===== config.mk =====
export PLATFORM = sky130hd
export DESIGN_NAME = sobel_frame_ctrl
export DESIGN_NICKNAME = d
export VERILOG_FILES = /design/src/rtl/sobel_pkg.sv /design/src/rtl/sobel_win_addr_gen.sv /design/src/rtl/sobel_frame_ctrl.sv
export SDC_FILE = /design/constraint.sdc
export NUM_CORES = 1
export LEC_CHECK = 0
export BUFFER_PORTS_ARGS = -buffer_cell sky130_fd_sc_hd__buf_2
export CORE_UTILIZATION = 54
export DETAILED_ROUTE_END_ITERATION = 7
export PLACE_DENSITY_LB_ADDON = 0.08
export RECOVER_POWER = 25
export SLEW_MARGIN = 20
export SYNTH_ARGS = -nofsm -noshare
export SYNTH_HDL_FRONTEND = slang
export SYNTH_SLANG_ARGS = --single-unit
export TNS_END_PERCENT = 1

===== constraint.sdc =====
create_clock -name clk_i_s -period 2.7 [get_ports clk_i_s]
set_input_delay 0.135 -clock clk_i_s [delete_from_list [all_inputs] [get_ports clk_i_s]]
set_output_delay 0.135 -clock clk_i_s [all_outputs]
set_load 0.02 [all_outputs]

===== src/rtl/sobel_pkg.sv =====
// Shared types and constants for the sobel frame scheduler and its address generator.
package sobel_pkg;

    localparam int KERNEL_MXM_DEF = 3;
    localparam int PIX_W          = 8;

    typedef enum logic [2:0] {
        ST_IDLE,
        ST_ARM,
        ST_FEED,
        ST_WAIT,
        ST_WRITE,
        ST_GAP
    } sob_state_e;

endpackage


===== src/rtl/sobel_win_addr_gen.sv =====
// Window/pixel counters for the frame scheduler: raster-order window (r,c),
// in-window pixel position (i,j) and read index k, with derived RAM addresses.
module sobel_win_addr_gen
    import sobel_pkg::*;
#(
    parameter int IMG_W      = 8,
    parameter int IMG_H      = 8,
    parameter int KERNEL_MxM = KERNEL_MXM_DEF,
    parameter int RD_AW      = 6,
    parameter int WR_AW      = 6
) (
    input  logic             clk_i,
    input  logic             rst_i,
    input  logic             clr_i,
    input  logic             pix_inc_i,
    input  logic             win_adv_i,
    output logic [RD_AW-1:0] rd_addr_o,
    output logic [WR_AW-1:0] wr_addr_o,
    output logic             last_pix_o,
    output logic             last_win_o
);

    localparam int OW   = IMG_W - KERNEL_MxM + 1;
    localparam int OH   = IMG_H - KERNEL_MxM + 1;
    localparam int NPIX = KERNEL_MxM * KERNEL_MxM;
    localparam int CW   = $clog2(((IMG_W > IMG_H) ? IMG_W : IMG_H) + 1);
    localparam int KW   = $clog2(NPIX + 1);

    logic [CW-1:0] r_q, r_d, c_q, c_d;
    logic [KW-1:0] i_q, i_d, j_q, j_d, k_q, k_d;

    always_ff @(posedge clk_i or posedge rst_i) begin
        if (rst_i) begin
            r_q <= '0;
            c_q <= '0;
            i_q <= '0;
            j_q <= '0;
            k_q <= '0;
        end else begin
            r_q <= r_d;
            c_q <= c_d;
            i_q <= i_d;
            j_q <= j_d;
            k_q <= k_d;
        end
    end

    // k counts issued reads, so it reaches NPIX exactly while the final pixel is on the bus.
    always_comb begin
        r_d = r_q;
        c_d = c_q;
        i_d = i_q;
        j_d = j_q;
        k_d = k_q;
        if (clr_i) begin
            r_d = '0;
            c_d = '0;
            i_d = '0;
            j_d = '0;
            k_d = '0;
        end else if (win_adv_i) begin
            i_d = '0;
            j_d = '0;
            k_d = '0;
            if (c_q == CW'(OW - 1)) begin
                c_d = '0;
                r_d = r_q + CW'(1);
            end else begin
                c_d = c_q + CW'(1);
            end
        end else if (pix_inc_i) begin
            k_d = k_q + KW'(1);
            if (j_q == KW'(KERNEL_MxM - 1)) begin
                j_d = '0;
                i_d = i_q + KW'(1);
            end else begin
                j_d = j_q + KW'(1);
            end
        end
    end

    assign rd_addr_o  = (RD_AW'(r_q) + RD_AW'(i_q)) * RD_AW'(IMG_W) + RD_AW'(c_q) + RD_AW'(j_q);
    assign wr_addr_o  = WR_AW'(r_q) * WR_AW'(OW) + WR_AW'(c_q);
    assign last_pix_o = (k_q == KW'(NPIX));
    assign last_win_o = (r_q == CW'(OH - 1)) && (c_q == CW'(OW - 1));

endmodule


===== src/rtl/sobel_frame_ctrl.sv =====
// Frame scheduler driving the sobel window engine over every valid window of an image.
// Optional WAIT watchdog enabled by defining SOBEL_FRAME_CTRL_TIMEOUT_EN.
module sobel_frame_ctrl
    import sobel_pkg::*;
#(
    parameter int IMG_W       = 8,
    parameter int IMG_H       = 8,
    parameter int KERNEL_MxM  = KERNEL_MXM_DEF,
    parameter int ARM_CYCLES  = 2,
    parameter int RD_AW       = 6,
    parameter int WR_AW       = 6,
    parameter int TIMEOUT_CYC = 64
) (
    input  logic             clk_i_s,
    input  logic             rst_i_s,
    input  logic             start_i,
    output logic             busy_o,
    output logic             done_o,
    output logic             err_o,
    output logic             rd_en_o,
    output logic [RD_AW-1:0] rd_addr_o,
    input  logic [PIX_W-1:0] rd_data_i,
    output logic             sob_en_o,
    output logic [PIX_W-1:0] sob_data_o,
    input  logic [PIX_W-1:0] sob_data_i,
    input  logic             sob_done_i,
    output logic             wr_en_o,
    output logic [WR_AW-1:0] wr_addr_o,
    output logic [PIX_W-1:0] wr_data_o
);

    localparam int ARM_W = (ARM_CYCLES > 1) ? $clog2(ARM_CYCLES) : 1;

    if (IMG_W < KERNEL_MxM || IMG_H < KERNEL_MxM || ARM_CYCLES < 1 || TIMEOUT_CYC < 1) begin : g_bad_cfg
        $error("sobel_frame_ctrl: unsupported parameter set");
    end

    sob_state_e       state_q, state_d;
    logic [ARM_W-1:0] arm_q, arm_d;
    logic [PIX_W-1:0] res_q, res_d;
    logic             err_q, err_d;

    logic             arm_last, to_expired;
    logic             clr, pix_inc, win_adv;
    logic [RD_AW-1:0] gen_rd_addr;
    logic [WR_AW-1:0] gen_wr_addr;
    logic             last_pix, last_win;

    sobel_win_addr_gen #(
        .IMG_W      (IMG_W),
        .IMG_H      (IMG_H),
        .KERNEL_MxM (KERNEL_MxM),
        .RD_AW      (RD_AW),
        .WR_AW      (WR_AW)
    ) u_addr (
        .clk_i      (clk_i_s),
        .rst_i      (rst_i_s),
        .clr_i      (clr),
        .pix_inc_i  (pix_inc),
        .win_adv_i  (win_adv),
        .rd_addr_o  (gen_rd_addr),
        .wr_addr_o  (gen_wr_addr),
        .last_pix_o (last_pix),
        .last_win_o (last_win)
    );

    assign arm_last = (arm_q == ARM_W'(ARM_CYCLES - 1));

`ifdef SOBEL_FRAME_CTRL_TIMEOUT_EN
    localparam int TO_W = (TIMEOUT_CYC > 1) ? $clog2(TIMEOUT_CYC) : 1;

    logic [TO_W-1:0] to_q, to_d;

    always_ff @(posedge clk_i_s or posedge rst_i_s) begin
        if (rst_i_s) to_q <= '0;
        else         to_q <= to_d;
    end

    assign to_d       = (state_q == ST_WAIT) ? to_q + TO_W'(1) : '0;
    assign to_expired = (state_q == ST_WAIT) && !sob_done_i && (to_q == TO_W'(TIMEOUT_CYC - 1));
`else
    assign to_expired = 1'b0;
`endif

    always_ff @(posedge clk_i_s or posedge rst_i_s) begin
        if (rst_i_s) state_q <= ST_IDLE;
        else         state_q <= state_d;
    end

    always_comb begin
        state_d = state_q;
        unique case (state_q)
            ST_IDLE:  if (start_i) state_d = ST_ARM;
            ST_ARM:   if (arm_last) state_d = ST_FEED;
            ST_FEED:  if (last_pix) state_d = ST_WAIT;
            ST_WAIT:  if (sob_done_i || to_expired) state_d = ST_WRITE;
            ST_WRITE: state_d = ST_GAP;
            ST_GAP:   state_d = last_win ? ST_IDLE : ST_ARM;
            default:  state_d = ST_IDLE;
        endcase
    end

    always_ff @(posedge clk_i_s or posedge rst_i_s) begin
        if (rst_i_s) begin
            arm_q <= '0;
            res_q <= '0;
            err_q <= 1'b0;
        end else begin
            arm_q <= arm_d;
            res_q <= res_d;
            err_q <= err_d;
        end
    end

    // A done pulse before the window has been fully fed is flagged and otherwise ignored.
    always_comb begin
        arm_d = '0;
        res_d = res_q;
        err_d = err_q;
        unique case (state_q)
            ST_IDLE: if (start_i) err_d = 1'b0;
            ST_ARM: begin
                if (!arm_last) arm_d = arm_q + ARM_W'(1);
                if (sob_done_i) err_d = 1'b1;
            end
            ST_FEED: if (sob_done_i) err_d = 1'b1;
            ST_WAIT: begin
                if (sob_done_i) begin
                    res_d = sob_data_i;
                end else if (to_expired) begin
                    res_d = '0;
                    err_d = 1'b1;
                end
            end
            default: ;
        endcase
    end

    always_comb begin
        busy_o     = (state_q != ST_IDLE);
        done_o     = 1'b0;
        err_o      = err_q;
        rd_en_o    = 1'b0;
        rd_addr_o  = '0;
        sob_en_o   = 1'b0;
        sob_data_o = '0;
        wr_en_o    = 1'b0;
        wr_addr_o  = '0;
        wr_data_o  = '0;
        clr        = 1'b0;
        win_adv    = 1'b0;
        unique case (state_q)
            ST_IDLE: clr = start_i;
            ST_ARM: begin
                sob_en_o = 1'b1;
                rd_en_o  = arm_last;
            end
            ST_FEED: begin
                sob_en_o   = 1'b1;
                sob_data_o = rd_data_i;
                rd_en_o    = !last_pix;
            end
            ST_WAIT: sob_en_o = 1'b1;
            ST_WRITE: begin
                wr_en_o   = 1'b1;
                wr_addr_o = gen_wr_addr;
                wr_data_o = res_q;
            end
            ST_GAP: begin
                done_o  = last_win;
                win_adv = !last_win;
            end
            default: ;
        endcase
        if (rd_en_o) rd_addr_o = gen_rd_addr;
        pix_inc = rd_en_o;
    end

endmodule


==> results of run 1 <==
==> synthesized netlist by cell type (2+ instances only) <==
cell,instances,area (sq um)
sky130_fd_sc_hd__o21ai_0,10,50.1
sky130_fd_sc_hd__nand3b_1,2,15.0
sky130_fd_sc_hd__a22oi_1,2,15.0
sky130_fd_sc_hd__nand3_1,9,45.0
sky130_fd_sc_hd__or4_1,2,15.0
sky130_fd_sc_hd__nor2_1,20,75.1
sky130_fd_sc_hd__or3_1,3,18.8
sky130_fd_sc_hd__a31oi_1,2,12.5
sky130_fd_sc_hd__mux2_2,9,101
sky130_fd_sc_hd__nor3_1,2,10.0
sky130_fd_sc_hd__xnor2_1,6,52.6
sky130_fd_sc_hd__a21o_1,3,22.5
sky130_fd_sc_hd__and3b_1,2,17.5
sky130_fd_sc_hd__a21oi_1,16,80.1
sky130_fd_sc_hd__and2_1,12,75.1
sky130_fd_sc_hd__fa_1,5,100
sky130_fd_sc_hd__inv_1,17,63.8
sky130_fd_sc_hd__xor2_1,7,61.3
sky130_fd_sc_hd__ha_1,23,288
sky130_fd_sc_hd__buf_2,5,25.0
sky130_fd_sc_hd__clkbuf_1,3,11.3
sky130_fd_sc_hd__and3_1,10,62.6
sky130_fd_sc_hd__o21a_1,2,15.0
sky130_fd_sc_hd__nand2_1,13,48.8
sky130_fd_sc_hd__dfrtp_1,32,801
==> routing by layer <==
metal  vias to the layer above  GRT usage [%]
met1                       898           26.9
met5                         -              0
met2                        45           38.6
li1                        946              -
met3                         8           5.31
met4                         0           8.78
==> timing repair <==
action | CTS | global route
pin swaps | 0 | 5
setup endpoints to repair | 1 | 2
gates cloned | 0 | 0
setup buffers | 2 | 1
endpoints found under the hold margin | 32 | 0
resized for setup | 3 | 4
hold buffers | 1 | 0
==> path summary, 6_finish.rpt <==
path / start / to / cells after the start
min reg2reg: arm_last$_DFF_PP0_ / arm_last$_DFF_PP0_ / 1
max: u_addr.r_q[0]$_DFFE_PP0P_ / rd_addr_o[5] / 8
min: sob_data_i[7] / res_q[7]$_DFFE_PP0P_ / 2
max in group asynchronous: rst_i_s / u_addr.r_q[0]$_DFFE_PP0P_ / 4
min in group asynchronous: rst_i_s / u_addr.k_q[0]$_DFFE_PP0P_ / 4
max reg2reg: state_q[1]$_DFFE_PP0P_ / u_addr.j_q[2]$_DFFE_PP0P_ / 6
==> cell families after synthesis <==
kind of cell             count (synthesis)  share of synthesized area, %
XOR/XNOR                                14                          5.97
buffers and inverters                   27                          5.04
AND/OR/NAND/NOR                         84                          20.6
flip-flops                              32                          35.1
multiplexers                            10                          4.88
AO/OA/AOI/OAI                           43                          11.5
adder cells (fa/ha/maj)                 28                          17.0
==> power by group <==
| group | switching (mW) | internal, mW | total (mW) |
|---|---|---|---|
| Clock | 0.167 | 0.227 | 0.393 |
| Sequential | 0.166 | 0.631 | 0.796 |
| Combinational | 0.525 | 0.383 | 0.908 |
==> sequential cells by signal, summed over array words and instances, names as in the netlist <==
register,cells
state_q,3
u_addr.c_q,4
u_addr.j_q,4
arm_last,1
res_q,8
err_o,1
u_addr.r_q,4
u_addr.i_q,3
u_addr.k_q,4
==> critical path, stage by stage (launching register included) <==
cell and delay [ns]:
sky130_fd_sc_hd__dfrtp_2 0.44, sky130_fd_sc_hd__ha_1 0.30, sky130_fd_sc_hd__fa_1 0.54, sky130_fd_sc_hd__ha_4 0.22, sky130_fd_sc_hd__a21o_1 0.15, sky130_fd_sc_hd__a21oi_1 0.17, sky130_fd_sc_hd__xnor2_1 0.13, sky130_fd_sc_hd__nor2_1 0.05
sky130_fd_sc_hd__buf_2 0.18
==> stage by stage <==
step / cell area [sq um] / utilization (%) / total power, mW / std cells / TNS (ns)
after floorplan: 2280 / - / 1.46 / 238 / 0
after global placement: 2590 / 64.4 / 1.68 / 336 / 0
after detailed placement: 2590 / 64.4 / 1.70 / 336 / 0
after CTS: 2730 / 67.8 / 2.11 / 346 / 0
after global routing: 2760 / 68.6 / 2.26 / 347 / -0.0176
final: 2760 / 68.6 / 2.10 / 347 / 0
==> layout make-up <==
class                      instances  area, sq um  area share (%)
clock buffer                       7         96.3            3.49
multi-input combinational        179         1410            51.0
tap                               50         62.6            2.26
inverter                          18         67.6            2.44
sequential                        32          802            29.0
timing repair buffer              61          327            11.8
==> flow_summary.html, run 1 <==
<table>
<tr><th>Metric</th><th>Value</th></tr>
<tr><th colspan="2">Placement</th></tr>
<tr><td>Number of buffer cells added on primary ports</td><td>53</td></tr>
<tr><td>Half-perimeter wire length after detailed placement</td><td>approximately 3.4 mm</td></tr>
<tr><td>Gp weighted congestion</td><td>~0.86</td></tr>
<tr><td>Worst setup slack after placement</td><td>between 0.2 and 0.25 ns</td></tr>
<tr><th colspan="2">Routing</th></tr>
<tr><td>Met3 wire length</td><td>~190 microns</td></tr>
<tr><td>Number of nets with antenna violations after routing</td><td>0</td></tr>
<tr><td>Total length of routed met2 wires</td><td>2.32 mm</td></tr>
<tr><td>Total via count after detailed routing</td><td>approximately 1,900</td></tr>
<tr><td>Uppermost metal layer occupied by signal nets</td><td>met4</td></tr>
<tr><td>Final routed wirelength across all metal layers</td><td>4.66 mm</td></tr>
<tr><td>DRC violations left</td><td>0</td></tr>
<tr><td>Met1 layer wirelength in the final routing</td><td>2.08 mm</td></tr>
<tr><td>Initial drt markers</td><td>roughly 50</td></tr>
<tr><td>Detailed-route vias per instance</td><td>around 5.5</td></tr>
<tr><td>Number of optimization iterations in the first detailed-route pass</td><td>4</td></tr>
<tr><td>Wire per inst</td><td>13.4 microns</td></tr>
<tr><th colspan="2">Timing</th></tr>
<tr><td>Final period util</td><td>a little over nine tenths</td></tr>
<tr><td>Final setup violation count</td><td>0</td></tr>
<tr><td>Fmax</td><td>between 300 and 400 MHz</td></tr>
<tr><td>Max-slew violation count</td><td>33</td></tr>
<tr><td>Worst hold margin</td><td>between 0.08 and 0.09 ns</td></tr>
<tr><td>Final Critical Period</td><td>2.60 ns</td></tr>
<tr><td>Worst Clk Skew</td><td>0.00466 ns</td></tr>
<tr><td>Actual slew at the worst max-slew pin</td><td>around 1.7 ns</td></tr>
<tr><td>Normalized max-slew margin</td><td>-14.6%</td></tr>
<tr><td>Setup repair after global routing missed its margin</td><td>yes</td></tr>
<tr><td>Crit path setup slack, layout</td><td>0.102 ns</td></tr>
<tr><td>Hold Fails Final Rpt</td><td>0</td></tr>
<tr><th colspan="2">Logic synthesis</th></tr>
<tr><td>Netlist Area Pre-Place</td><td>2280 sq um</td></tr>
<tr><td>Number of enable flip-flop cells after synthesis</td><td>0</td></tr>
<tr><td>Proportion of synthesized chip area in sequential cells</td><td>between 30% and 40%</td></tr>
<tr><td>Dominant register cell in the synthesized netlist</td><td>sky130_fd_sc_hd__dfrtp_1</td></tr>
<tr><td>Nets in the synthesized netlist</td><td>~290</td></tr>
<tr><td>YS warnings</td><td>0</td></tr>
<tr><td>Per-instance average area after synthesis</td><td>around 9.6 sq um</td></tr>
<tr><td>Synthesized instance count</td><td>around 240</td></tr>
<tr><td>Post-synthesis cell type count</td><td>46</td></tr>
<tr><td>Async S/R FF share, synth</td><td>100%</td></tr>
<tr><td>Total of flip-flops plus latches after synthesis</td><td>32</td></tr>
<tr><th colspan="2">Floorplanning</th></tr>
<tr><td>Core Rows</td><td>23</td></tr>
<tr><td>Top Ports</td><td>54</td></tr>
<tr><td>Core area</td><td>between 4000 and 5000 sq um</td></tr>
<tr><td>Initial standard-cell utilization of the core</td><td>56.7%</td></tr>
<tr><td>Chip height</td><td>roughly 67 microns</td></tr>
<tr><td>Area of the die</td><td>4490 sq um</td></tr>
<tr><td>Width of the chip</td><td>~67 microns</td></tr>
<tr><th colspan="2">Layout</th></tr>
<tr><td>Most common cell after layout, fill and taps aside</td><td>sky130_fd_sc_hd__buf_2</td></tr>
<tr><td>Number of nets in the layout</td><td>345</td></tr>
<tr><td>Area Growth Syn to Fin</td><td>21.0%</td></tr>
<tr><td>Commonest non-fill, non-tap cells in the layout</td><td>52 x sky130_fd_sc_hd__buf_2, 31 x sky130_fd_sc_hd__dfrtp_1, 20 x sky130_fd_sc_hd__nor2_1, 20 x sky130_fd_sc_hd__ha_1, 17 x sky130_fd_sc_hd__inv_1</td></tr>
<tr><td>Ratio of cells with drive above 1 in the final layout</td><td>29.0%</td></tr>
<tr><td>FILL cells</td><td>330</td></tr>
<tr><td>Number of diodes added for antenna fixing</td><td>0</td></tr>
<tr><th colspan="2">Pwr</th></tr>
<tr><td>Worst IR drop on VDD</td><td>around 0.54 mV</td></tr>
<tr><td>Leakage power of the design</td><td>roughly 1.5 nW</td></tr>
<tr><td>Pwr Density</td><td>around 760 nW/um^2</td></tr>
<tr><th colspan="2">Clocking</th></tr>
<tr><td>Clk_lat worst skew</td><td>between 0.2 and 0.3 ns</td></tr>
<tr><td>CTS tree</td><td>built</td></tr>
<tr><td>Post-CTS clock slew at the launch and capture registers of the worst setup and hold paths</td><td>0.06 ns</td></tr>
<tr><td>Root cell of the clock tree</td><td>sky130_fd_sc_hd__clkbuf_8</td></tr>
<tr><td>Number of clock sinks</td><td>32</td></tr>
<tr><td>Depth of the CTS H-tree</td><td>2</td></tr>
<tr><td>Buffer depth of the longest clock path</td><td>2</td></tr>
<tr><td>TritonCTS Buffers</td><td>5</td></tr>
<tr><th colspan="2">Setup path</th></tr>
<tr><td>Register-to-register setup slack</td><td>between 0.6 and 0.7 ns</td></tr>
<tr><td>Crit path capture type</td><td>output port</td></tr>
<tr><td>Data arrival, critical path</td><td>2.46 ns</td></tr>
<tr><td>Data required time at the worst endpoint</td><td>approximately 2.6 ns</td></tr>
<tr><td>Type of the worst setup path</td><td>reg2out</td></tr>
<tr><td>Kind of start point of the critical path</td><td>flop</td></tr>
<tr><td>Maximum fanout along the worst path</td><td>4</td></tr>
<tr><th colspan="2">GRT</th></tr>
<tr><td>Sum of overflow across all layers after global routing</td><td>0</td></tr>
<tr><td>Number of antenna violations at the first check in global routing</td><td>0</td></tr>
<tr><td>Maximum number of pins on one net before global-route repair</td><td>33</td></tr>
<tr><td>First-pass GRT wire length</td><td>roughly 7.5 mm</td></tr>
<tr><td>Number of global-route vias before repair</td><td>~1,700</td></tr>
<tr><td>Total routing resource utilization after global routing</td><td>between 20% and 30%</td></tr>
<tr><th colspan="2">Worst hold path</th></tr>
<tr><td>Kind of path behind the tightest hold check</td><td>in2reg</td></tr>
<tr><th colspan="2">Outcome</th></tr>
<tr><td>Failing checks</td><td>capacitance limit, slew limit</td></tr>
<tr><td>Run status</td><td>finished, violations left</td></tr>
<tr><th colspan="2">Run</th></tr>
<tr><td>Max capacitance violation total</td><td>1</td></tr>
</table>
Power figures use the tool's default switching activity.
==> run 2: changes to the inputs <==
--- a/config.mk
+++ b/config.mk
@@ -5,8 +5,10 @@
 export SDC_FILE = /design/constraint.sdc
 export NUM_CORES = 1
 export LEC_CHECK = 0
+export ABC_AREA = 1
 export BUFFER_PORTS_ARGS = -buffer_cell sky130_fd_sc_hd__buf_2
-export CORE_UTILIZATION = 54
+export CAP_MARGIN = 10
+export CORE_UTILIZATION = 55
 export DETAILED_ROUTE_END_ITERATION = 7
 export PLACE_DENSITY_LB_ADDON = 0.08
 export RECOVER_POWER = 25
==> flow_summary.html, run 2 <==
<table>
<tr><th>Metric</th><th>Value</th></tr>
<tr><th colspan="2">Outcome</th></tr>
<tr><td>Run status</td><td>finished clean</td></tr>
<tr><th colspan="2">Pwr</th></tr>
<tr><td>Pwr Density</td><td>1060 nW/um^2 (+40%)</td></tr>
<tr><td>NetSw</td><td>1.58 mW (+84%)</td></tr>
<tr><td>Fraction of power consumed by sequential logic</td><td>27.8% (-10 points)</td></tr>
<tr><td>Leakage power of the design</td><td>1.69 nW (+15%)</td></tr>
<tr><td>Sw Share</td><td>50.6% (+9.7 points)</td></tr>
<tr><td>Int Power</td><td>1.54 mW (+24%)</td></tr>
<tr><td>Portion of total power attributed to combinational logic</td><td>59.8% (+16 points)</td></tr>
<tr><td>Worst IR drop on VDD</td><td>0.696 mV (+29%)</td></tr>
<tr><td>Clock share of power</td><td>12.4% (-6.4 points)</td></tr>
<tr><th colspan="2">Layout</th></tr>
<tr><td>Commonest non-fill, non-tap cells in the layout</td><td>52 x sky130_fd_sc_hd__nor2_1, 52 x sky130_fd_sc_hd__buf_2, 50 x sky130_fd_sc_hd__inv_1</td></tr>
<tr><td>Number of diodes added for antenna fixing</td><td>0 (unchanged)</td></tr>
<tr><td>Max reg flops</td><td>8 (unchanged)</td></tr>
<tr><td>Core utilization of the finished layout</td><td>67.6% (-0.99 points)</td></tr>
<tr><td>FILL cells</td><td>379 (+15%)</td></tr>
<tr><td>Number of nets in the layout</td><td>423 (+23%)</td></tr>
<tr><td>Area Growth Syn to Fin</td><td>17.5%</td></tr>
<tr><td>Ratio of cells with drive above 1 in the final layout</td><td>29.0% (+0.033 points)</td></tr>
<tr><td>Register bank with the most flops</td><td>res_q</td></tr>
<tr><td>Final standard cell count with taps included and fillers excluded</td><td>428 (+23%)</td></tr>
<tr><th colspan="2">GRT</th></tr>
<tr><td>Number of antenna violations at the first check in global routing</td><td>0 (unchanged)</td></tr>
<tr><td>Total routing resource utilization after global routing</td><td>23.3% (+0.71 points)</td></tr>
<tr><td>Number of global-route vias before repair</td><td>2,022 (+16%)</td></tr>
<tr><td>Sum of overflow across all layers after global routing</td><td>0 (unchanged)</td></tr>
<tr><td>First-pass GRT wire length</td><td>8.90 mm (+18%)</td></tr>
<tr><td>Maximum number of pins on one net before global-route repair</td><td>33 (unchanged)</td></tr>
<tr><th colspan="2">Setup path</th></tr>
<tr><td>Crit path capture type</td><td>output port</td></tr>
<tr><td>Type of the worst setup path</td><td>reg2out</td></tr>
<tr><td>Register-to-register setup slack</td><td>1.07 ns (+0.40 ns)</td></tr>
<tr><td>Reg2reg end</td><td>u_addr.k_q[3]$_DFFE_PP0P_</td></tr>
<tr><td>Number of cells traversed by the worst register-to-register path</td><td>8 (+2)</td></tr>
<tr><td>Top delay family on crit path</td><td>adder cells</td></tr>
<tr><td>Maximum fanout along the worst path</td><td>7 (+3)</td></tr>
<tr><td>Slowest cell on crit path</td><td>sky130_fd_sc_hd__fa_1</td></tr>
<tr><td>Reg-to-reg startpoint</td><td>u_addr.r_q[2]$_DFFE_PP0P_</td></tr>
<tr><td>Crit path from</td><td>u_addr.r_q[0]$_DFFE_PP0P_</td></tr>
<tr><td>Kind of start point of the critical path</td><td>flop</td></tr>
<tr><td>Data arrival, critical path</td><td>2.44 ns (-0.02 ns)</td></tr>
<tr><td>Peak per-stage delay on the critical path</td><td>0.48 ns (-0.06 ns)</td></tr>
<tr><td>Crit path cell chain</td><td>ha_2 &gt; fa_1 &gt; ha_4 &gt; inv_1 &gt; o21bai_2 &gt; nand3_2 &gt; nand3_1 &gt; nand2_1 &gt; nor2_1 &gt; buf_4</td></tr>
<tr><td>Number of buffers and inverters on the critical path</td><td>2 (+1)</td></tr>
<tr><td>Data required time at the worst endpoint</td><td>2.57 ns (about the same)</td></tr>
<tr><th colspan="2">Routing</th></tr>
<tr><td>Total length of routed met2 wires</td><td>2.43 mm (+4.7%)</td></tr>
<tr><td>Uppermost metal layer occupied by signal nets</td><td>met4</td></tr>
<tr><td>Initial drt markers</td><td>109 (+120%)</td></tr>
<tr><td>Met3 wire length</td><td>180 microns (-6.7%)</td></tr>
<tr><td>Final routed wirelength across all metal layers</td><td>5.15 mm (+10%)</td></tr>
<tr><td>Total via count after detailed routing</td><td>2,151 (+13%)</td></tr>
<tr><td>Number of optimization iterations in the first detailed-route pass</td><td>4 (unchanged)</td></tr>
<tr><td>DRC violations left</td><td>0 (unchanged)</td></tr>
<tr><td>Wire per inst</td><td>12.0 microns (-10%)</td></tr>
<tr><td>Number of nets with antenna violations after routing</td><td>0 (unchanged)</td></tr>
<tr><td>Met1 layer wirelength in the final routing</td><td>2.47 mm (+19%)</td></tr>
<tr><td>Detailed-route vias per instance</td><td>5.03 (-8.1%)</td></tr>
<tr><th colspan="2">Worst hold path</th></tr>
<tr><td>Worst hold start</td><td>sob_data_i[7]</td></tr>
<tr><td>Endpoint with the worst hold slack</td><td>res_q[7]$_DFFE_PP0P_</td></tr>
<tr><td>WHS Path Cells</td><td>3 (+1)</td></tr>
<tr><td>Kind of path behind the tightest hold check</td><td>in2reg</td></tr>
<tr><th colspan="2">Logic synthesis</th></tr>
<tr><td>Synthesized instance count</td><td>318 (+34%)</td></tr>
<tr><td>Proportion of synthesized chip area in sequential cells</td><td>32.0% (-3.1 points)</td></tr>
<tr><td>Dominant register cell in the synthesized netlist</td><td>sky130_fd_sc_hd__dfrtp_1</td></tr>
<tr><td>Nets in the synthesized netlist</td><td>366 (+28%)</td></tr>
<tr><td>Async S/R FF share, synth</td><td>100% (unchanged)</td></tr>
<tr><td>Per-instance average area after synthesis</td><td>7.88 sq um (-18%)</td></tr>
<tr><td>Post-synthesis cell type count</td><td>34 (-26%)</td></tr>
<tr><td>Library cell occupying the most area in the post-synthesis netlist</td><td>sky130_fd_sc_hd__dfrtp_1</td></tr>
<tr><td>Number of enable flip-flop cells after synthesis</td><td>0 (unchanged)</td></tr>
<tr><td>Total of flip-flops plus latches after synthesis</td><td>32 (unchanged)</td></tr>
<tr><td>Main area contributors after synthesis</td><td>sky130_fd_sc_hd__dfrtp_1 32%, sky130_fd_sc_hd__ha_1 11%, sky130_fd_sc_hd__nor2_1 7.8%</td></tr>
<tr><td>Netlist Area Pre-Place</td><td>2510 sq um (+9.8%)</td></tr>
<tr><td>Post-synth top area share</td><td>32.0% (-3.1 points)</td></tr>
<tr><td>Top-count cell post-synth</td><td>sky130_fd_sc_hd__nor2_1</td></tr>
<tr><td>YS warnings</td><td>0 (unchanged)</td></tr>
<tr><td>Post-synth top cells</td><td>52 x sky130_fd_sc_hd__nor2_1, 50 x sky130_fd_sc_hd__inv_1, 49 x sky130_fd_sc_hd__nand2_1</td></tr>
<tr><th colspan="2">Clocking</th></tr>
<tr><td>Depth of the CTS H-tree</td><td>2 (unchanged)</td></tr>
<tr><td>CTS tree</td><td>built</td></tr>
<tr><td>Root cell of the clock tree</td><td>sky130_fd_sc_hd__clkbuf_8</td></tr>
<tr><td>Number of clock sinks</td><td>32 (unchanged)</td></tr>
<tr><td>Post-CTS clock slew at the launch and capture registers of the worst setup and hold paths</td><td>0.07 ns (about the same)</td></tr>
<tr><td>Clk_lat worst skew</td><td>0.29 ns (about the same)</td></tr>
<tr><td>TritonCTS Buffers</td><td>5 (unchanged)</td></tr>
<tr><td>Buffer depth of the longest clock path</td><td>2 (unchanged)</td></tr>
<tr><th colspan="2">Placement</th></tr>
<tr><td>Number of buffer cells added on primary ports</td><td>53 (unchanged)</td></tr>
<tr><td>Post-Place Cells</td><td>419 (+25%)</td></tr>
<tr><td>Half-perimeter wire length after detailed placement</td><td>3.94 mm (+17%)</td></tr>
<tr><td>Gp weighted congestion</td><td>0.799 (-7.1%)</td></tr>
<tr><th colspan="2">Timing</th></tr>
<tr><td>Hold Fails Final Rpt</td><td>0 (unchanged)</td></tr>
<tr><td>Final Critical Period</td><td>2.58 ns (-0.0202 ns)</td></tr>
<tr><td>Normalized max-slew margin</td><td>71.2% (+86 points)</td></tr>
<tr><td>Fmax</td><td>388 MHz (+0.78%)</td></tr>
<tr><td>Final setup violation count</td><td>0 (unchanged)</td></tr>
<tr><td>Final period util</td><td>95.5% (-0.75 points)</td></tr>
<tr><td>Worst Clk Skew</td><td>0.00640 ns (+0.00174 ns)</td></tr>
<tr><td>Max-slew violation count</td><td>0 (-100%)</td></tr>
<tr><td>Actual slew at the worst max-slew pin</td><td>0.432 ns (-1.29 ns)</td></tr>
<tr><td>Total negative slack for setup checks</td><td>0 ns (unchanged)</td></tr>
<tr><td>Setup repair after global routing missed its margin</td><td>no</td></tr>
<tr><th colspan="2">Floorplanning</th></tr>
<tr><td>Core area</td><td>4350 sq um (+8.1%)</td></tr>
<tr><td>Area of the die</td><td>4830 sq um (+7.5%)</td></tr>
<tr><td>Core Rows</td><td>24 (+4.3%)</td></tr>
<tr><td>Top Ports</td><td>54 (unchanged)</td></tr>
<tr><td>Chip height</td><td>69.5 microns (+3.7%)</td></tr>
<tr><td>Initial standard-cell utilization of the core</td><td>57.6% (+0.88 points)</td></tr>
<tr><td>Width of the chip</td><td>69.5 microns (+3.7%)</td></tr>
<tr><th colspan="2">Run</th></tr>
<tr><td>Max capacitance violation total</td><td>0 (-1)</td></tr>
</table>
## run 2: cells by family after synthesis
group	after synthesis	share of synthesized area, %
and+or+nand+nor	151	29.9
buffers and inverters	61	10.5
AOI/OAI and AO/OA	37	9.09
DFF	32	32.0
adders and majority gates	28	15.5
xor gates and xnor gates	9	3.15
## run 2: how the worst max path moves through the flow
stage                     depth (start not counted)            to  slack [ns]
after CTS                                        10  wr_addr_o[5]        0.03
after floorplan                                   9  wr_addr_o[5]        0.40
after global routing                             10  rd_addr_o[5]       0.009
after global placement                           10  wr_addr_o[5]        0.38
final                                            10  wr_addr_o[5]        0.12
after detailed placement                         10  wr_addr_o[5]        0.31
## run 2: power groups by stage
stage | clock network [mW] | logic [mW] | registers (mW)
after detailed placement | 0 | 1.79 | 0.871
after CTS | 0.403 | 1.83 | 0.865
final | 0.388 | 1.86 | 0.865
after global placement | 0 | 1.76 | 0.861
after global routing | 0.426 | 2.10 | 0.889
after floorplan | 0 | 1.47 | 0.817
## run 2: final cells by class
type	count	area, sq um	share of cell area, %
multi-input cells	225	1480	50.4
repair buffers	55	285	9.69
clock inverters	2	10.0	0.340
inverters	56	215	7.31
well taps	52	65.1	2.21
flip-flops and latches	32	803	27.3
clock buffers	6	82.6	2.80
## run 2: what timing repair did
item	CTS	global route
hold endpoints to repair	32	0
setup buffers	0	0
resized for setup	3	6
hold buffers	1	0
endpoints found under the setup margin	1	4
## run 2: worst reg2reg max path: stages, from the launching register on
cell	delay [ns]
sky130_fd_sc_hd__dfrtp_1	0.52
sky130_fd_sc_hd__ha_1	0.22
sky130_fd_sc_hd__nand2_1	0.08
sky130_fd_sc_hd__inv_1	0.07
sky130_fd_sc_hd__nand2_2	0.11
sky130_fd_sc_hd__nand2_8	0.12
sky130_fd_sc_hd__nand2_8	0.09
sky130_fd_sc_hd__nor2_8	0.21
sky130_fd_sc_hd__o21ai_2	0.09
## run 2: per-stage QoR
stage / hold WS (ns) / setup slack, ns / total power, mW / cell area (sq um)
final: 0.0891 / 0.122 / 3.12 / 2940
after global routing: 0.0878 / 0.00860 / 3.42 / 2940
after CTS: 0.0825 / 0.0279 / 3.10 / 2910
after detailed placement: 0.254 / 0.312 / 2.66 / 2800
after global placement: 0.251 / 0.377 / 2.62 / 2800
after floorplan: 0.251 / 0.400 / 2.29 / 2510
## run 2: per-layer routing
metal | global-route usage, % | vias up
met1 | 30.4 | 990
met2 | 39.2 | 44
met5 | 0 | -
met4 | 6.35 | 0
met3 | 4.80 | 7
li1 | - | 1110
